==> src/rtl/fetch_unit_pkg.sv <==
// Shared types for the instruction fetch front end.
// FETCH_ADEL_EN adds an address-error flag to each buffered entry.
package fetch_unit_pkg;

  typedef logic [31:0] word_t;

  localparam word_t DEFAULT_RESET_PC = 32'hbfc0_0000;

  typedef enum logic [1:0] {
    IDLE,
    WAIT,
    DRAIN
  } fetch_state_t;

  typedef struct packed {
    word_t pc;
    word_t instr;
`ifdef FETCH_ADEL_EN
    logic  adel;
`endif
  } fetch_entry_t;

endpackage

==> src/rtl/fetch_unit_fifo.sv <==
// Small circular buffer of fetched {pc, instr} entries with flush.
// Entry layout follows FETCH_ADEL_EN through fetch_entry_t.
module fetch_fifo
  import fetch_unit_pkg::*;
#(
  parameter int unsigned FIFO_DEPTH = 2
) (
  input  logic                        clk,
  input  logic                        reset,
  input  logic                        push_i,
  input  fetch_entry_t                push_data_i,
  input  logic                        pop_i,
  input  logic                        flush_i,
  output logic [$clog2(FIFO_DEPTH):0] count_o,
  output fetch_entry_t                head_o
);

  localparam int unsigned PW = $clog2(FIFO_DEPTH);

  fetch_entry_t  mem_q [FIFO_DEPTH];
  logic [PW-1:0] rd_ptr_q;
  logic [PW-1:0] wr_ptr_q;
  logic [PW:0]   count_q;

  always_ff @(posedge clk) begin
    if (reset) begin
      rd_ptr_q <= '0;
      wr_ptr_q <= '0;
      count_q  <= '0;
      for (int unsigned i = 0; i < FIFO_DEPTH; i++) begin
        mem_q[i] <= '0;
      end
    end else if (flush_i) begin
      // Keep the read pointer so the (empty) head stays stable after a flush.
      wr_ptr_q <= rd_ptr_q;
      count_q  <= '0;
    end else begin
      if (push_i) begin
        mem_q[wr_ptr_q] <= push_data_i;
        wr_ptr_q        <= wr_ptr_q + PW'(1);
      end
      if (pop_i) begin
        rd_ptr_q <= rd_ptr_q + PW'(1);
      end
      case ({push_i, pop_i})
        2'b10:   count_q <= count_q + (PW+1)'(1);
        2'b01:   count_q <= count_q - (PW+1)'(1);
        default: count_q <= count_q;
      endcase
    end
  end

  assign count_o = count_q;
  assign head_o  = mem_q[rd_ptr_q];

endmodule

==> src/rtl/fetch_unit.sv <==
// Instruction fetch: owns the PC, single-outstanding bus requests, buffered output to decode.
// FETCH_ADEL_EN: misaligned PCs produce an address-error entry (out_adel) instead of a request.
module fetch_unit
  import fetch_unit_pkg::*;
#(
  parameter word_t       RESET_PC   = DEFAULT_RESET_PC,
  parameter int unsigned FIFO_DEPTH = 2
) (
  input  logic        clk,
  input  logic        reset,
  input  logic        redirect_valid,
  input  logic [31:0] redirect_pc,
  output logic        ireq_valid,
  output logic [31:0] ireq_addr,
  input  logic        ireq_ready,
  input  logic        iresp_valid,
  input  logic [31:0] iresp_data,
  output logic        out_valid,
  input  logic        out_ready,
  output logic [31:0] out_pc,
  output word_t       out_instr
`ifdef FETCH_ADEL_EN
  ,
  output logic        out_adel
`endif
);

  localparam int unsigned      CW      = $clog2(FIFO_DEPTH) + 1;
  localparam logic [CW-1:0]    DEPTH_C = CW'(FIFO_DEPTH);

  fetch_state_t  state_q, state_d;
  word_t         pc_q, pc_d;
  word_t         req_pc_q, req_pc_d;
  logic          req_en;
  logic          space;
  logic          misaligned;
  logic          push, pop;
  fetch_entry_t  push_entry;
  fetch_entry_t  head;
  logic [CW-1:0] fifo_count;

`ifdef FETCH_ADEL_EN
  logic adel_stall_q, adel_stall_d;
  assign misaligned = (pc_q[1:0] != 2'b00);
`else
  assign misaligned = 1'b0;
`endif

  assign space = (fifo_count < DEPTH_C);

  always_ff @(posedge clk) begin
    if (reset) begin
      state_q  <= IDLE;
      pc_q     <= RESET_PC;
      req_pc_q <= '0;
`ifdef FETCH_ADEL_EN
      adel_stall_q <= 1'b0;
`endif
    end else begin
      state_q  <= state_d;
      pc_q     <= pc_d;
      req_pc_q <= req_pc_d;
`ifdef FETCH_ADEL_EN
      adel_stall_q <= adel_stall_d;
`endif
    end
  end

  always_comb begin
    state_d    = state_q;
    pc_d       = pc_q;
    req_pc_d   = req_pc_q;
    req_en     = 1'b0;
    push       = 1'b0;
    push_entry = '0;
`ifdef FETCH_ADEL_EN
    adel_stall_d = adel_stall_q;
`endif
    if (redirect_valid) begin
      // A redirect outranks everything; an outstanding request must be drained.
`ifdef FETCH_ADEL_EN
      pc_d         = redirect_pc;
      adel_stall_d = 1'b0;
`else
      pc_d = redirect_pc & 32'hffff_fffc;
`endif
      unique case (state_q)
        WAIT:    state_d = iresp_valid ? IDLE : DRAIN;
        DRAIN:   state_d = iresp_valid ? IDLE : DRAIN;
        default: state_d = IDLE;
      endcase
    end else begin
      unique case (state_q)
        IDLE: begin
          if (space && !misaligned) begin
            req_en = 1'b1;
            if (ireq_ready) begin
              req_pc_d = pc_q;
              pc_d     = pc_q + 32'd4;
              state_d  = WAIT;
            end
          end
`ifdef FETCH_ADEL_EN
          if (space && misaligned && !adel_stall_q) begin
            push            = 1'b1;
            push_entry.pc   = pc_q;
            push_entry.adel = 1'b1;
            adel_stall_d    = 1'b1;
          end
`endif
        end
        WAIT: begin
          if (iresp_valid) begin
            push             = 1'b1;
            push_entry.pc    = req_pc_q;
            push_entry.instr = iresp_data;
            state_d          = IDLE;
          end
        end
        DRAIN: begin
          if (iresp_valid) begin
            state_d = IDLE;
          end
        end
        default: state_d = IDLE;
      endcase
    end
  end

  fetch_fifo #(
    .FIFO_DEPTH(FIFO_DEPTH)
  ) u_fifo (
    .clk        (clk),
    .reset      (reset),
    .push_i     (push),
    .push_data_i(push_entry),
    .pop_i      (pop),
    .flush_i    (redirect_valid),
    .count_o    (fifo_count),
    .head_o     (head)
  );

  assign ireq_valid = req_en & ~reset;
`ifdef FETCH_ADEL_EN
  assign ireq_addr  = pc_q;
  assign out_adel   = head.adel & ~reset;
`else
  assign ireq_addr  = pc_q & 32'hffff_fffc;
`endif
  assign out_valid  = (fifo_count != '0) & ~reset;
  assign pop        = out_valid & out_ready;
  assign out_pc     = reset ? '0 : head.pc;
  assign out_instr  = reset ? '0 : head.instr;

endmodule

==> config.mk <==
export PLATFORM = sky130hd
export DESIGN_NAME = fetch_unit
export DESIGN_NICKNAME = d
export VERILOG_FILES = /design/src/rtl/fetch_unit_pkg.sv /design/src/rtl/fetch_unit_fifo.sv /design/src/rtl/fetch_unit.sv
export SDC_FILE = /design/constraint.sdc
export NUM_CORES = 1
export LEC_CHECK = 0
export CELL_PAD_IN_SITES_DETAIL_PLACEMENT = 0
export CELL_PAD_IN_SITES_GLOBAL_PLACEMENT = 1
export CORE_MARGIN = 1.5
export CORE_UTILIZATION = 39
export CTS_BUF_LIST = sky130_fd_sc_hd__clkbuf_4 sky130_fd_sc_hd__clkbuf_8
export DETAILED_ROUTE_END_ITERATION = 8
export PLACE_DENSITY = 0.79
export SLEW_MARGIN = 20
export SYNTH_ARGS = -nofsm -noshare
export SYNTH_HDL_FRONTEND = slang
export SYNTH_HIERARCHICAL = 1
export SYNTH_SLANG_ARGS = --single-unit
==> constraint.sdc <==
create_clock -name clk -period 5.2 [get_ports clk]
set_input_delay 0.78 -clock clk [delete_from_list [all_inputs] [get_ports clk]]
set_output_delay 0.78 -clock clk [all_outputs]
set_load 0.02 [all_outputs]
==> results of run 1 <==
[final timing paths]
kind         cells past startpoint                                end  slack [ns]                       from
max                              4                      out_instr[30]        1.51                  flip-flop
max reg2reg                      4  u_fifo/mem_q[1][36]$_SDFFCE_PN0P_        2.61    state_q[0]$_SDFFE_PP0P_
min reg2reg                      2          req_pc_q[25]$_SDFFE_PP0P_        0.45  req_pc_q[25]$_SDFFE_PP0P_
min                              2          req_pc_q[25]$_SDFFE_PP0P_        0.45  req_pc_q[25]$_SDFFE_PP0P_
[cell families after synthesis]
logic type,Yosys count
simple gates,449
flops,195
compound gates,92
buf+inv,90
mux,65
xor+xnor,12
fa+ha+maj,4
other cells,1
[power groups by stage]
stage / registers [mW] / logic [mW] / clock network [mW]
after floorplan: 1.79 / 0.173 / 0
after global placement: 1.79 / 0.354 / 0
after detailed placement: 1.79 / 0.355 / 0
after CTS: 1.75 / 0.357 / 0.953
after global routing: 1.76 / 0.383 / 1.02
final: 1.75 / 0.354 / 0.935
[tightest hold or removal path: stages, from the launching register on]
cell,delay [ns]
dfxtp_1,0.32
nand2_1,0.05
a21oi_1,0.05
[final cells by class]
class / count / area, sq um / area share, %
Tap cell: 324 / 405.4 / 3.412
Multi-Input combinational cell: 628 / 4154 / 34.97
Timing Repair Buffer: 175 / 1732 / 14.58
Sequential cell: 195 / 5186 / 43.65
Inverter: 8 / 30.03 / 0.2528
Clock buffer: 18 / 241.5 / 2.033
Clock inverter: 14 / 131.4 / 1.106
[per-layer routing]
metal / wire (um) / vias up / track usage [%]
li1: - / 3498 / -
met1: 11000 / 3310 / 24.55
met2: 10450 / 225 / 29.00
met3: 1339 / 19 / 4.029
met4: 286 / 0 / 4.503
met5: 0 / - / 0
[cell usage after synthesis, types with 10 or more instances]
master	instances	area share, %
o21ai_0	11	0.57
nand2_1	71	2.8
nor3_1	17	0.88
a311oi_1	10	0.90
edfxtp_1	128	40
and2_1	64	4.1
dfxtp_1	67	14
nor2_1	27	1.0
nor2b_1	68	4.4
buf_2	23	1.2
a211oi_1	10	0.78
a21oi_1	35	1.8
nand3_1	16	0.83
mux2_2	64	7.4
clkbuf_1	40	1.6
and3_1	140	9.0
nand4_1	10	0.65
[per-stage QoR]
stage	cells	cell area (sq um)	hold slack, ns
5_1_grt	1362	11880	0.4808
3_3_place_gp	1330	11490	0.4388
4_1_cts	1362	11870	0.4600
6_report	1362	11880	0.4546
3_5_place_dp	1330	11500	0.4460
2_1_floorplan	913	9704	0.4317
[registers in the layout, summed over array words and instances, names as in the netlist, named ones only]
| name | cells |
|---|---|
| u_fifo/rd_ptr_q | 1 |
| u_fifo/count_o | 2 |
| u_fifo/wr_ptr_q | 1 |
| pc_q | 30 |
| state_q | 2 |
| u_fifo/mem_q | 128 |
| req_pc_q | 30 |
==> out/results.txt, run 1 <==
DRT iter0 DRCs = 443
Pwr Total = 3.043 mW
largest net degree at the start of global routing = 129
post-route ant nets = 0
Worst path max stage delay = 0.64 ns
P_leak = 4.646 nW
setup repair bufs after CTS = 0
PwrDens = 256.1 mW/mm^2
DIE AREA = 0.02579 sq mm
WP buf/inv = 2
Rows = 57
VDD IR max = 122.2 uV
cell family with the largest share of critical-path delay = buffers and inverters
critical path, cell by cell = buf_4 -> mux2_2 -> nor2b_1 -> clkdlybuf4s50_1
fmax = 0.2710 GHz
via count = 7052
Synth Warn # = 6
routability congestion estimate = 0.7617
Nets = 1099
Starting Density = 39.83%
most common library cell in the layout ignoring fill and taps = clkdlybuf4s50_1
htree depth = 4
final hold vios = 0
Worst path slowest cell = buf_4
Mean Syn Cell Area = 10.67 sq um
post-CTS sizing = 0
Int Pwr = 2.259 mW
residual overflow from global routing = 0
critical path type = flip-flop to output pin
Max clock buf depth = 2
largest family of logic cells by synthesized area = simple AND/OR/NAND/NOR gates
GRT Total Usage = 18.00%
CTS Buf Count = 17
fraction of synthesized area in multiplexers = 7.544%
vias in the first global route = 6902
commonest non-fill, non-tap cells in the layout = clkdlybuf4s50_1, and3_1, edfxtp_1
Pre-antenna DRT Iters = 5
Area Overhead vs Synth = 22.66%
CTS root buf = clkbuf_8
Period Utilization, post-route = 70.95%
Worst-Skew Late Latency = 0.46 ns
FILL cells = 2244
first-pass GRT wire length = 36730 um
WL per Instance = 16.94 um
Sw Share = 25.75%
main flop type after synthesis = edfxtp_1
diode count = 0
RSZ-0062 raised after global routing = no
max-cap violations = 0
Crit. End Element = output pin
NetSw = 0.7834 mW
CP max FO = 47
Hold Crit Class = flip-flop to flip-flop
post-synthesis compound-gate area fraction = 6.278%
Post-Route Skew = 0.01697 ns
Placement Setup Slack = 1.519 ns
Syn Inst Count = 908
Comb pwr share = 11.7%
Core Util, Final = 48.85%
post-synthesis async set-or-reset flop share = 0%
CP Launch Type = flip-flop
Seq/Total Area, Yosys = 53.53%
worst-margin pin slew = 1.009 ns
sequential fraction of design power = 57.6%
DP HPWL = 14370 um
clk slew on worst S/H paths = 0.10 ns
Setup Total Neg Slack = 0 ns
Worst Slack Setup Final = 1.511 ns
CTS tree = done
Via density = 5.178
Post-synth EDFFs = 128
I/O pins = 168
Slew Viols, Final = 0
area of the core = 0.02432 sq mm
fin crit period = 3.689 ns
CTS Hold Buffers Added = 0
Post-Synth Simple-Gate Area = 26.79%
IO Port Bufs = 163
Mapped Area = 0.009686 sq mm
clock group share of total power = 30.7%
outcome = finished, final reports clean
Rel. slew slack = 32.73%
initial antenna violation count = 0
arrival time worst endpoint = 2.91 ns
layout cells sized above 1 = 11.95%
DIE WIDTH = 160.6 um
final setup fails = 0
clock sinks = 195
die extent in y = 160.6 um
register bit total from synthesis = 195
CP required = 4.42 ns
Post-Synth Adder-Cell Area = 0.5167%
# DRC = 0
Routed Wire Length = 23070 um
Yosys cell types = 60
Post-Synth XOR/XNOR Area = 1.085%
(Power assumes the default switching activity.)
==> run 2, diff against run 1 <==
Settings changed: PLACE_DENSITY 0.79 to 0.82.
Clock period 5.2 ns to 3 ns, I/O delays scaled along.
==> run 2 against run 1 <==
Net effect:
- non-clock buffer count up 9
- largest power group unchanged
- flip-flop and latch count unchanged
- critical path type unchanged
- sequential power up 74%
- via count up 0.20%
- global-route usage down 0.055 points
- routed wire length down 0.79%
==> out/results.txt, run 2 (synthesis gave the netlist of run 1 again) <==
routability congestion estimate = 0.7752 (was 0.7617)
layout cells sized above 1 = 12.61% (was 11.95%)
Pre-antenna DRT Iters = 4 (was 5)
Hold Crit Class = input port to flip-flop (was flip-flop to flip-flop)
I/O pins = 168 (unchanged)
via count = 7066 (was 7052)
CTS Hold Buffers Added = 0 (unchanged)
Largest regs = u_fifo/mem_q (128), pc_q (30), req_pc_q (30) (unchanged)
final hold vios = 0 (unchanged)
htree depth = 4 (unchanged)
Most flops, register = u_fifo/mem_q (unchanged)
CP required = 2.55 ns (was 4.42 ns)
DRT iter0 DRCs = 490 (was 443)
DP HPWL = 14450 um (was 14370 um)
CP Launch Type = flip-flop (unchanged)
Worst Slack Setup Final = 0.2903 ns (was 1.511 ns)
WHS Path Cells = 2 (unchanged)
CTS Buf Count = 17 (unchanged)
worst-margin pin slew = 0.6298 ns (was 1.009 ns)
GRT Total Usage = 17.94% (was 18.00%)
Worst Hold End = u_fifo/wr_ptr_q$_SDFFE_PP0P_ (was req_pc_q[25]$_SDFFE_PP0P_)
worst r2r dst = pc_q[30]$_SDFFE_PP0P_ (was u_fifo/mem_q[1][36]$_SDFFCE_PN0P_)
critical path type = flip-flop to output pin (unchanged)
R2R depth = 5 (was 4)
DIE WIDTH = 160.6 um (unchanged)
initial antenna violation count = 1 (was 0)
residual overflow from global routing = 0 (unchanged)
VDD IR max = 234.2 uV (was 122.2 uV)
Rel. slew slack = 58.01% (was 32.73%)
Placement Setup Slack = 0.4544 ns (was 1.519 ns)
Worst R2R Setup Slack = 0.73 ns (was 2.61 ns)
worst flop-to-flop path startpoint = pc_q[2]$_SDFFE_PP0P_ (was state_q[0]$_SDFFE_PP0P_)
Core Util, Final = 49.31% (was 48.85%)
Max clock buf depth = 2 (unchanged)
worst hold slack = 0.4299 ns (was 0.4546 ns)
post-route ant nets = 0 (unchanged)
Period Utilization, post-route = 90.32%
CTS tree = done (unchanged)
area of the core = 0.02432 sq mm (unchanged)
CTS root buf = clkbuf_8 (unchanged)
# DRC = 0 (unchanged)
RSZ-0062 raised after global routing = no (unchanged)
Setup Total Neg Slack = 0 ns (unchanged)
Area Overhead vs Synth = 23.82% (was 22.66%)
outcome = finished, final reports clean (unchanged)
IO Port Bufs = 163 (unchanged)
placed inst area = 0.01161 sq mm (was 0.01150 sq mm)
arrival time worst endpoint = 2.26 ns (was 2.91 ns)
PwrDens = 443.3 mW/mm^2 (was 256.1 mW/mm^2)
Routed Wire Length = 22890 um (was 23070 um)
setup repair bufs after CTS = 0 (unchanged)
CP max FO = 4 (was 47)
max FFs per register = 128 (unchanged)
P_leak = 4.705 nW (was 4.646 nW)
Slew Viols, Final = 0 (unchanged)
vias in the first global route = 6832 (was 6902)
die extent in y = 160.6 um (unchanged)
largest net degree at the start of global routing = 129 (unchanged)
Rows = 57 (unchanged)
clock sinks = 195 (unchanged)
first-pass GRT wire length = 36570 um (was 36730 um)
clk slew on worst S/H paths = 0.10 ns (about the same)
WL per Instance = 16.68 um (was 16.94 um)
Nets = 1108 (was 1099)
Post-Route Skew = 0.01334 ns (was 0.01697 ns)
Finished Cell Area = 0.01199 sq mm (was 0.01188 sq mm)
Via density = 5.150 (was 5.178)
Crit. End Element = output pin (unchanged)
commonest non-fill, non-tap cells in the layout = clkdlybuf4s50_1, and3_1, edfxtp_1 (unchanged)
Starting Density = 39.83% (unchanged)
DIE AREA = 0.02579 sq mm (unchanged)
fin crit period = 2.710 ns
worst hold path startpoint = reset (was req_pc_q[25]$_SDFFE_PP0P_)
max-cap violations = 0 (unchanged)
fmax = 0.3690 GHz
post-CTS sizing = 0 (unchanged)
Worst-Skew Late Latency = 0.46 ns (about the same)
most common library cell in the layout ignoring fill and taps = clkdlybuf4s50_1 (unchanged)
final setup fails = 0 (unchanged)
Worst Setup SP = state_q[0]$_SDFFE_PP0P_
-- run 2: cell count changes in the layout (fill, tap and decap cells not counted), moves of 3 or more --
cell / delta
buf_4: +5
buf_12: +4
clkinv_2: +3
clkinvlp_4: -3
-- run 2: how the worst max path moves through the flow --
stage	end	slack [ns]	depth (start not counted)
after floorplan	u_fifo/mem_q[0][0]$_SDFFCE_PN0P_	0.51	5
final	ireq_valid	0.29	5
after CTS	out_pc[21]	0.22	4
after global placement	ireq_valid	0.45	3
after global routing	out_instr[30]	0.19	4
after detailed placement	pc_q[30]$_SDFFE_PP0P_	0.45	5
-- run 2: routing by layer --
metal / wire, um / GRT usage, % / vias up
met4: 301 / 4.545 / 0
li1: - / - / 3514
met2: 10410 / 28.77 / 188
met1: 10960 / 24.49 / 3345
met5: 0 / 0 / -
met3: 1214 / 4.158 / 19
-- run 2: critical path: stages (launching register included) --
cell,delay (ns)
dfxtp_1,0.34
inv_1,0.06
ha_1,0.20
inv_1,0.06
nor4_1,0.44
clkdlybuf4s50_1,0.70
-- run 2: layout make-up --
type / instances / area (sq um)
sequential: 195 / 5186
timing repair buffer: 184 / 1849
tap: 324 / 405.4
antenna: 1 / 2.502
fill: 2222 / 12330
clock inverter: 14 / 137.6
inverter: 8 / 30.03
clock buffer: 18 / 241.5
multi-input combinational: 628 / 4140
-- run 2: through the flow --
step / cells / power, mW
final: 1372 / 5.316
after global routing: 1372 / 5.540
after CTS: 1371 / 5.361
after detailed placement: 1339 / 3.725
after global placement: 1339 / 3.719
after floorplan: 913 / 3.403
-- run 2: power breakdown --
group,switching [mW],internal (mW)
sequential,0.0814,2.96
combinational,0.328,0.295
clock,0.912,0.743
